$ cat src/rtl/io_uart_tx_pkg.sv
// io_uart_tx_pkg: shared definitions for the memory-mapped UART transmitter.
//   - register word addresses (addr[7:2])
//   - STATUS bit positions
//   - transmit FSM state enum
package io_uart_tx_pkg;

  // Word addresses decoded from addr[7:2]
  localparam logic [5:0] UART_DATA = 6'h30;  // byte 0xC0
  localparam logic [5:0] UART_STAT = 6'h31;  // byte 0xC4
  localparam logic [5:0] UART_DIV  = 6'h32;  // byte 0xC8

  // STATUS register bit positions
  localparam int STAT_BUSY    = 0;
  localparam int STAT_FULL    = 1;
  localparam int STAT_EMPTY   = 2;
  localparam int STAT_OVF     = 3;
  localparam int STAT_CNT_LSB = 4;  // count occupies [7:4]

  typedef enum logic [1:0] {
    IDLE  = 2'd0,
    START = 2'd1,
    DATA  = 2'd2,
    STOP  = 2'd3
  } tx_state_t;

endpackage

$ cat src/rtl/io_uart_tx_if.sv
// io_uart_tx_if: I/O store/read port between the data-memory stage and the UART.
//   addr   : byte address, only addr[7:2] is decoded by the UART
//   datain : store data
//   we     : write strobe, already qualified to the I/O space
//   rdata  : combinational read data for addr
// Handshake: there is no valid/ready pair. A write is a single-cycle strobe;
// when we=1 at a rising clock edge the store is taken in that edge, always,
// with no back-pressure. Reads are combinational with no wait states.
interface io_uart_tx_if;
  logic [31:0] addr;
  logic [31:0] datain;
  logic        we;
  logic [31:0] rdata;

  modport master (output addr, output datain, output we, input rdata);
  modport slave  (input addr, input datain, input we, output rdata);
endinterface

$ cat src/rtl/io_sync_fifo.sv
// io_sync_fifo: single-clock FIFO with occupancy count.
//   clk, rst   : clock, asynchronous active-high reset
//   i_push     : write i_data (dropped when full unless i_pop is also accepted)
//   i_data     : write data
//   i_pop      : advance read pointer (ignored when empty)
//   o_data     : head entry (valid when !o_empty)
//   o_full     : DEPTH entries held
//   o_empty    : no entries held
//   o_count    : number of entries held
module io_sync_fifo #(
  parameter int WIDTH = 8,
  parameter int DEPTH = 4
) (
  input  logic                       clk,
  input  logic                       rst,
  input  logic                       i_push,
  input  logic [WIDTH-1:0]           i_data,
  input  logic                       i_pop,
  output logic [WIDTH-1:0]           o_data,
  output logic                       o_full,
  output logic                       o_empty,
  output logic [$clog2(DEPTH+1)-1:0] o_count
);
  localparam int PTR_W = $clog2(DEPTH);
  localparam int CNT_W = $clog2(DEPTH+1);

  logic [WIDTH-1:0] r_mem [DEPTH];
  logic [PTR_W-1:0] r_wr_ptr;
  logic [PTR_W-1:0] r_rd_ptr;
  logic [CNT_W-1:0] r_count;
  logic             w_push_ok;
  logic             w_pop_ok;

  assign o_full  = (r_count == CNT_W'(DEPTH));
  assign o_empty = (r_count == '0);
  assign o_count = r_count;
  assign o_data  = r_mem[r_rd_ptr];

  // A pop in the same cycle frees the slot, so a push on full is still taken.
  assign w_pop_ok  = i_pop && !o_empty;
  assign w_push_ok = i_push && (!o_full || w_pop_ok);

  always_ff @(posedge clk) begin
    if (w_push_ok) r_mem[r_wr_ptr] <= i_data;
  end

  // DEPTH is a power of two, so the pointers wrap by natural overflow.
  always_ff @(posedge clk or posedge rst) begin
    if (rst) begin
      r_wr_ptr <= '0;
      r_rd_ptr <= '0;
      r_count  <= '0;
    end else begin
      if (w_push_ok) r_wr_ptr <= r_wr_ptr + PTR_W'(1);
      if (w_pop_ok)  r_rd_ptr <= r_rd_ptr + PTR_W'(1);
      case ({w_push_ok, w_pop_ok})
        2'b10:   r_count <= r_count + CNT_W'(1);
        2'b01:   r_count <= r_count - CNT_W'(1);
        default: r_count <= r_count;
      endcase
    end
  end
endmodule

$ cat src/rtl/io_uart_tx.sv
// io_uart_tx: memory-mapped 8N1 UART transmitter in the I/O space.
//   clock, reset : clock, asynchronous active-high reset
//   bus          : I/O store/read port (addr, datain, we in; rdata out)
//   txd          : serial output, idle high
//   o_dbg_state  : current transmit FSM state
// Registers (addr[7:2]): DATA 0x30 (write pushes byte, reads 0),
// STATUS 0x31 (busy/full/empty/overflow/count, write bit3=1 clears overflow),
// DIV 0x32 (clocks per bit, 0 acts as 1).
module io_uart_tx
  import io_uart_tx_pkg::*;
#(
  parameter int DEPTH       = 4,
  parameter int DIV_W       = 16,
  parameter int DEFAULT_DIV = 434
) (
  input  logic               clock,
  input  logic               reset,
  io_uart_tx_if.slave        bus,
  output logic               txd,
  output tx_state_t          o_dbg_state
);
  localparam int CNT_W = $clog2(DEPTH+1);

  logic [5:0]       w_word;
  logic             w_wr_data;
  logic             w_wr_stat;
  logic             w_wr_div;
  logic             w_pop;
  logic [7:0]       w_fifo_data;
  logic             w_full;
  logic             w_empty;
  logic [CNT_W-1:0] w_count;
  logic [DIV_W-1:0] w_div_eff;
  logic             w_bit_end;
  logic [31:0]      w_status;
  logic [31:0]      w_rdata;
  logic             w_unused;

  tx_state_t        r_state;
  logic [7:0]       r_shift;
  logic [2:0]       r_idx;
  logic [DIV_W-1:0] r_cnt;
  logic [DIV_W-1:0] r_reload;
  logic [DIV_W-1:0] r_div;
  logic             r_ovf;
  logic             r_txd;

  assign w_word    = bus.addr[7:2];
  assign w_wr_data = bus.we && (w_word == UART_DATA);
  assign w_wr_stat = bus.we && (w_word == UART_STAT);
  assign w_wr_div  = bus.we && (w_word == UART_DIV);
  assign w_pop     = (r_state == IDLE) && !w_empty;
  assign w_div_eff = (r_div == '0) ? DIV_W'(1) : r_div;
  assign w_bit_end = (r_cnt == '0);
  // Only addr[7:2] and a few datain bits matter; the rest are don't-care.
  assign w_unused  = ^{bus.addr, bus.datain};

  io_sync_fifo #(.WIDTH(8), .DEPTH(DEPTH)) u_fifo (
    .clk     (clock),
    .rst     (reset),
    .i_push  (w_wr_data),
    .i_data  (bus.datain[7:0]),
    .i_pop   (w_pop),
    .o_data  (w_fifo_data),
    .o_full  (w_full),
    .o_empty (w_empty),
    .o_count (w_count)
  );

  // Overflow set wins over a clear in the same cycle so a drop is never lost.
  always_ff @(posedge clock or posedge reset) begin
    if (reset) begin
      r_ovf <= 1'b0;
      r_div <= DIV_W'(DEFAULT_DIV);
    end else begin
      if (w_wr_data && w_full && !w_pop)          r_ovf <= 1'b1;
      else if (w_wr_stat && bus.datain[STAT_OVF]) r_ovf <= 1'b0;
      if (w_wr_div) r_div <= bus.datain[DIV_W-1:0];
    end
  end

  // Transmit FSM. r_reload is captured at the pop so DIV writes mid-frame
  // only take effect on the next frame.
  always_ff @(posedge clock or posedge reset) begin
    if (reset) begin
      r_state  <= IDLE;
      r_shift  <= '0;
      r_idx    <= '0;
      r_cnt    <= '0;
      r_reload <= '0;
      r_txd    <= 1'b1;
    end else begin
      case (r_state)
        IDLE: begin
          r_txd <= 1'b1;
          if (w_pop) begin
            r_shift  <= w_fifo_data;
            r_reload <= w_div_eff;
            r_cnt    <= w_div_eff - DIV_W'(1);
            r_txd    <= 1'b0;
            r_state  <= START;
          end
        end
        START: begin
          if (w_bit_end) begin
            r_state <= DATA;
            r_idx   <= '0;
            r_txd   <= r_shift[0];
            r_cnt   <= r_reload - DIV_W'(1);
          end else begin
            r_cnt <= r_cnt - DIV_W'(1);
          end
        end
        DATA: begin
          if (w_bit_end) begin
            r_cnt <= r_reload - DIV_W'(1);
            if (r_idx == 3'd7) begin
              r_state <= STOP;
              r_txd   <= 1'b1;
            end else begin
              // Next bit is shift[1] before the shift lands.
              r_shift <= r_shift >> 1;
              r_txd   <= r_shift[1];
              r_idx   <= r_idx + 3'd1;
            end
          end else begin
            r_cnt <= r_cnt - DIV_W'(1);
          end
        end
        STOP: begin
          if (w_bit_end) begin
            r_state <= IDLE;
            r_txd   <= 1'b1;
          end else begin
            r_cnt <= r_cnt - DIV_W'(1);
          end
        end
        default: begin
          r_state <= IDLE;
          r_txd   <= 1'b1;
        end
      endcase
    end
  end

  // Count field is 4 bits wide; DEPTH up to 8 fits without truncation.
  always_comb begin
    w_status                             = '0;
    w_status[STAT_BUSY]                  = (r_state != IDLE);
    w_status[STAT_FULL]                  = w_full;
    w_status[STAT_EMPTY]                 = w_empty;
    w_status[STAT_OVF]                   = r_ovf;
    w_status[STAT_CNT_LSB+3:STAT_CNT_LSB] = 4'(w_count);
  end

  always_comb begin
    w_rdata = '0;
    case (w_word)
      UART_STAT: w_rdata = w_status;
      UART_DIV:  w_rdata = 32'(r_div);
      default:   w_rdata = '0;
    endcase
  end

  assign bus.rdata   = w_rdata;
  assign txd         = r_txd;
  assign o_dbg_state = r_state;
endmodule

$ cat src/flat_wrapper.sv
// flat-port wrapper written by rule: the top's interface ports become plain ports
module io_uart_tx_flat import io_uart_tx_pkg::*;
#(
  parameter int DEPTH       = 4,
  parameter int DIV_W       = 16,
  parameter int DEFAULT_DIV = 434
)
  (clock, reset, txd, o_dbg_state, bus_addr, bus_datain, bus_we, bus_rdata);
  io_uart_tx_if bus_i ();
  input  logic clock;
  input  logic reset;
  output logic txd;
  output tx_state_t o_dbg_state;
  input wire logic [$bits(bus_i.addr)-1:0] bus_addr;
  input wire logic [$bits(bus_i.datain)-1:0] bus_datain;
  input wire logic [$bits(bus_i.we)-1:0] bus_we;
  output wire logic [$bits(bus_i.rdata)-1:0] bus_rdata;
  assign bus_i.addr = bus_addr;
  assign bus_i.datain = bus_datain;
  assign bus_i.we = bus_we;
  assign bus_rdata = bus_i.rdata;
  io_uart_tx #(.DEPTH(DEPTH), .DIV_W(DIV_W), .DEFAULT_DIV(DEFAULT_DIV)) u_core (.clock(clock), .reset(reset), .bus(bus_i), .txd(txd), .o_dbg_state(o_dbg_state));
endmodule
$ cat config.mk
export PLATFORM = sky130hd
export DESIGN_NAME = io_uart_tx_flat
export DESIGN_NICKNAME = d
export VERILOG_FILES = /design/src/rtl/io_uart_tx_pkg.sv /design/src/rtl/io_uart_tx_if.sv /design/src/rtl/io_sync_fifo.sv /design/src/rtl/io_uart_tx.sv /design/src/flat_wrapper.sv
export SDC_FILE = /design/constraint.sdc
export NUM_CORES = 1
export LEC_CHECK = 0
export CORE_ASPECT_RATIO = 1.5
export CORE_MARGIN = 2
export CORE_UTILIZATION = 33
export DETAILED_ROUTE_END_ITERATION = 8
export GPL_TIMING_DRIVEN = 0
export PLACE_DENSITY_LB_ADDON = 0.2
export SYNTH_ARGS = -nofsm -noshare
export SYNTH_HDL_FRONTEND = slang
export SYNTH_HIERARCHICAL = 1
export SYNTH_SLANG_ARGS = --single-unit
$ cat constraint.sdc
create_clock -name clock -period 4.1 [get_ports clock]
set_input_delay 0.82 -clock clock [delete_from_list [all_inputs] [get_ports clock]]
set_output_delay 0.82 -clock clock [all_outputs]
set_load 0.1 [all_outputs]
=== Word-level counts from Yosys, hierarchy flattened ===
Memories as Yosys holds them, arrays and structs flattened.
Index checks and enable logic that the tools add are counted.

* Flip-flop bits (word level): 70
* Latch bits: 0
* RAM bits: 32
* Memory bits (read-only): 0
* Input port bits: 67
* Output and inout port bits: 35
* Logic and storage cells: 97
* Memories kept: 1

* $add $sub $neg: 8
* Multiply operators: 0
* Div/mod/pow operators: 0
* $lt $le $gt $ge: 0
* Equality and inequality tests: 17
* Shifts and indexed selects: 0
* Multiplexer cells: 31
* Bitwise logic cells: 0
* Reductions and logical operators: 29

{| class="wikitable"
|+ Memory list
! name !! words !! width !! rd ports !! clocked after Yosys merged registers in !! write ports !! RTL line !! RTL
|-
| u_core.u_fifo.r_mem || 4 || 8 || 1 || 0 || 1 || io_sync_fifo.sv:27 || <nowiki>logic [WIDTH-1:0] r_mem [DEPTH];</nowiki>
|}

{| class="wikitable"
|+ Operators with widths
! cell !! count
|-
| $mux W16 || 4
|-
| $pmux W16 S3 || 1
|-
| $sub A16 B1 Y16 const B || 3
|-
| $logic_not A16 Y1 || 2
|-
| $pmux W16 S2 || 1
|-
| $mux W8 || 3
|-
| $eq A6 B6 Y1 const B || 3
|-
| $pmux W8 S2 || 1
|-
| $pmux W3 S2 || 2
|-
| $mux W2 || 5
|-
| $reduce_bool A2 Y1 || 5
|-
| $logic_and A1 B1 Y1 || 9
|-
| $mux W1 || 9
|-
| $mux W3 || 3
|-
| $ne A2 B1 Y1 const B || 4
|-
| $pmux W2 S4 || 1
|-
| $reduce_and A4 Y1 || 2
|-
| $add A3 B1 Y3 const B || 2
|-
| $eq A2 B2 Y1 const B || 3
|-
| $eq A3 B3 Y1 const B || 2
|-
| $ne A2 B2 Y1 const B || 3
|-
| $reduce_and A5 Y1 || 1
|-
| $add A2 B1 Y2 const B || 2
|-
| $eq A2 B1 Y1 const B || 2
|-
| other kinds (9) || 12
|}

=== Depth between registers and ports, before layout ===
* Word-level depth: 8
* Depth in mapped cells: 13
* Gate-level depth less buffers: 11

=== Hierarchy ===
Netlist, hierarchy kept.

{| class="wikitable"
|+ By module, submodules not included
! module !! times used !! cells an instance !! area each (µm²) !! sequential area each (µm²)
|-
| io_uart_tx || 1 || 437 || 4262.8 || 1584.0
|-
| io_sync_fifo || 1 || 81 || 1591.5 || 1136.1
|}

=== Worst setup path before layout ===
OpenSTA, ideal clock, no wires.

* Path type: register to output
* Start point: reg u_core.r_state[0] (netlist: u_core/o_dbg_state[0])
* End point: out bus_rdata[0]
* Arrival time: 3.932 ns
* Required time: 3.280 ns
* Setup slack: -0.652 ns
* Stages on the path, launching flop included: 7
* Path buffers: 3
* Cells stage by stage: dfrtp_1 -> inv_1 -> ha_1 -> buf_6 -> buf_6 -> clkbuf_1 -> o21ai_0

* Longest elaborated chain between the ends: 2

{| class="wikitable"
|+ RTL lines
! element !! RTL line !! RTL
|-
| start, declared || io_uart_tx.sv:39 || <nowiki>tx_state_t r_state;</nowiki>
|-
| start signal, assigned || io_uart_tx.sv:86 || <nowiki>r_state <= IDLE;</nowiki>
|-
| start signal, assigned || io_uart_tx.sv:101 || <nowiki>r_state <= START;</nowiki>
|-
| start signal, assigned || io_uart_tx.sv:106 || <nowiki>r_state <= DATA;</nowiki>
|-
| $reduce_bool A2 Y1 || io_uart_tx.sv:149 || <nowiki>w_status[STAT_BUSY] = (r_state != IDLE);</nowiki>
|-
| $pmux W16 S2 || io_uart_tx.sv:158 || <nowiki>case (w_word)</nowiki>
|-
| end, declared || flat_wrapper.sv:17 || <nowiki>output wire logic [$bits(bus_i.rdata)-1:0] bus_rdata;</nowiki>
|}

Every way passes these cells.

=== Final worst setup path ===
* Start point: in bus_addr[5]
* End point: out bus_rdata[8]

* Longest elaborated chain between the ends: 2
* Elaborated cells between the ends (all ways): 3
* Classes of those cells: eq/ne: 2; mux: 1

{| class="wikitable"
|+ RTL lines
! element !! RTL line !! RTL
|-
| start, declared || flat_wrapper.sv:14 || <nowiki>input wire logic [$bits(bus_i.addr)-1:0] bus_addr;</nowiki>
|-
| $eq A6 B6 Y1 || io_uart_tx.sv:158 ||
|-
| $pmux W16 S2 * || io_uart_tx.sv:158 ||
|}

Every way passes the cells marked *; elsewhere a longest branch is shown, timed or not.

==> results.txt <==
- TritonCTS built the clock tree.
- The clock drives 102 sinks.
- Post-synthesis sequential element count: 102
* Insertion delay of the later-clocked pin in the worst-skew pair: 350 ps
- Initial core utilization: 0.337
- Number of antenna diodes: 0
- In the routed design, unresolved DRC markers number 0.
- Global-route usage over all layers: 0.160
* Top cell type by total area after synthesis: sky130_fd_sc_hd__dfrtp_1
- Clock transition at path regs: 70 ps
- Number of nets still failing antenna checks after routing: 0
* Total placed instance area: roughly 0.0066 sq mm
- The worst pin sits at a relative slew slack of 0.339.
- For this run the aggregate overflow at the end of global routing stands at 0.
- Detailed placement ended at an HPWL of 11100 microns.
- The worst hold path terminates at u_core/r_shift[7].
- Most common cell in the netlist: sky130_fd_sc_hd__dfrtp_1
* Worst min path class: reg -> reg
- Critical-path maximum fanout: 10
- Synth top area cells: sky130_fd_sc_hd__dfrtp_1 27%, sky130_fd_sc_hd__edfxtp_1 16%, sky130_fd_sc_hd__mux2_2 8.7%
- VDD sags by at most about 290 uV.
* Worst slew pin tran: 989 ps
- In this run the power density over the cells is 731 mW/mm^2.
- Reported leakage power: around 0.0029 uW
- Data arrives at the worst endpoint at 3060 ps.
- The longest clock path from root to sink contains 2 buffers.
* Total clock buffers created by CTS: 9
* Final hold violation count: 0
* Setup TNS Final: 0 ps
- Start point of the worst min-delay path: u_core/r_shift[7]
- Result of the run: complete, no violations
- Post-synth top area share: 0.274
- Final routed wirelength across all metal layers: 14500 microns
* Top cell types by occurrence after synthesis: 64 x sky130_fd_sc_hd__dfrtp_1, 45 x sky130_fd_sc_hd__mux2_2, 32 x sky130_fd_sc_hd__edfxtp_1, 32 x sky130_fd_sc_hd__nor2_1, 29 x sky130_fd_sc_hd__nand2_1
- The die is 113 microns wide.
* Required time reported for the critical path endpoint: 3280 ps
- RSZ-0062 raised after global routing: false
- The first TritonRoute pass finished after 4 iterations.
- Count of cells along the worst register-to-register path: 12
- Post-synthesis cell count: 518
- In this run the critical register-to-register path is captured at u_core/r_cnt[14].
- Violation count after the first detailed-route iteration: 261
- After filler insertion, the fill cell instance count of the layout stands at 1654.
- Die boundary height: 167 microns
* Initial antenna violation count: 0
* Die footprint: between 0.015 and 0.02 sq mm
- For this run, the post-layout net count is 670.
- Dividing the final minimum period by the clock period gives 0.946.
- Post-synthesis sequential area ratio: 0.465
- Traced cell by cell, the critical path runs through clkdlybuf4s50_1 > nor2_1 > nand3_1 > nor3b_2 > clkbuf_1 > and2_1 > clkdlybuf4s15_2.
* Wire length of the first global-routing pass: 23800 microns
- Register-to-register setup slack: 380 ps
- Across the run, the number of max-cap violations was 0.
* Startpoint type of the worst setup path: input pin
- Count of standard-cell rows: 59
* Finished Core Util: 0.399
* Most used flip-flop cell after synthesis: sky130_fd_sc_hd__dfrtp_1
- Buffers added on ports: 43
* Final slew viol count: 0
* Critical register-to-register path startpoint: u_core/r_div[5]
- Number of buffers added to fix hold violations after cts: 0
- Final min period: ~3900 ps
* Netlist area before placement: 0.00585 sq mm
- Final GP Congestion: 0.893
- The sequential cells in the finished layout cover a total of 0.00272 sq mm.
- The finished cells cover 0.00692 sq mm.
* CP max-delay cell: sky130_fd_sc_hd__clkdlybuf4s15_2
- Root buffer cell: sky130_fd_sc_hd__clkbuf_16
* Mean area per synthesized cell: approximately 11 sq um
* Max frequency: 0.258 GHz
- Routed vias/inst: 5.29
* Htree depth: 3
- Across all hold checks on the routed design, the worst slack comes to 495 ps.
- Counting instances, the worst hold path has a depth of 1.
* Synth-to-Final Area Change: 18.2%
- Combined area of the multi-input logic cells: 0.00286 sq mm
- Setup violations remaining at the end of the flow were counted as 0.
* Crit path capture type: output pin
- In the final routed layout, each cell accounts on average for 18.0 microns.
* Post-synth EDFFs: 32
* Via count of the first global-routing pass: 4386
- Number of ports placed on the die boundary: 102
- Syn. warnings: 6
- Counting distinct cell types in the post-synthesis netlist gives 86.
* Core area: 0.0173 sq mm
- Routed vias: 4263
* Clock Skews: ~8.6 ps
* Maximum number of pins on one net before global-route repair: 39
* Critical path class: in -> out
* Proportion of register bits with asynchronous set or reset after synthesis: 0.686
* Share of layout cells above drive strength 1: 0.248
* Crit-path max cell delay: around 560 ps
[worst max-delay path by stage]
stage,startpoint,endpoint,slack (ps),cells past startpoint
finish,bus_addr[5],bus_rdata[8],220,7
global route,bus_addr[5],bus_rdata[8],20,7
CTS,bus_addr[5],bus_rdata[3],20,6
detailed placement,bus_addr[5],bus_rdata[0],-380,8
global placement,bus_addr[5],bus_rdata[0],-350,8
floorplan,u_core/o_dbg_state[0],bus_rdata[0],110,6
[through the flow]
step	power (uW)	std cells	setup WS, ps
final	5060	806	220
after global routing	5410	806	21.9
after detailed placement	4180	790	-382
after floorplan	3540	533	108
after global placement	4110	789	-352
after CTS	5080	806	17.0
[worst max-delay path: cells and delay by family]
kind | cells | cell delay, ps
buffers and inverters | 3 | 1330
and+or+nand+nor | 4 | 910
[metal layers]
layer | vias up | global-route usage | share of wire
li1 | 2010 | - | -
met1 | 2115 | 0.187 | 0.40
met2 | 111 | 0.293 | 0.55
met3 | 27 | 0.0232 | 0.030
met4 | 0 | 0.0578 | 0.027
met5 | - | 0 | 0
[final cells by class]
cell class              count  share of cell area
clock inverters             7              0.0132
multi-input cells         370               0.413
well taps                 213              0.0385
clock buffers               9              0.0325
inverters                  21              0.0114
repair buffers             44              0.0617
flip-flops and latches    102               0.393
plain buffers              40              0.0367
[logic make-up after synthesis]
kind of cell | synth area share
DFF | 0.465
other | 0.000641
muxes | 0.125
xor gates and xnor gates | 0.0509
buffers and inverters | 0.0568
AOI/OAI and AO/OA | 0.118
and+or+nand+nor | 0.151
adders and majority gates | 0.0333
[layout by cell type, fill, tap and decap left out, types with 16 or more instances in the layout]
cell type and n:
sky130_fd_sc_hd__dfrtp_1 64, sky130_fd_sc_hd__o21ai_0 21, sky130_fd_sc_hd__nor2_1 32, sky130_fd_sc_hd__nand2_1 29, sky130_fd_sc_hd__edfxtp_1 32, sky130_fd_sc_hd__xor2_1 19
sky130_fd_sc_hd__conb_1 16, sky130_fd_sc_hd__buf_4 18, sky130_fd_sc_hd__clkdlybuf4s50_1 27, sky130_fd_sc_hd__a21oi_1 16, sky130_fd_sc_hd__mux2_2 45, sky130_fd_sc_hd__inv_1 20
[flip-flops by register name (all words and copies together), names as in the netlist, 2 cells and up]
name,count
u_core/r_shift,8
u_core/u_fifo/r_mem,32
u_core/r_reload,16
u_core/o_dbg_state,2
u_core/u_fifo/r_wr_ptr,2
u_core/r_div,16
u_core/r_idx,3
u_core/u_fifo/r_rd_ptr,2
u_core/r_cnt,16
u_core/u_fifo/o_count,3
[power breakdown]
part / switching [uW] / total (uW) / internal, uW
sequential: 288 / 1610 / 1330
combinational: 1470 / 2560 / 1090
clock: 440 / 883 / 443
[repair_timing]
action,4_1_cts,5_1_grt
resized for setup,36,14
setup endpoints to repair,16,7
gates cloned,0,0
setup buffers,0,0
No activity file was read; power rests on OpenSTA's default activity.
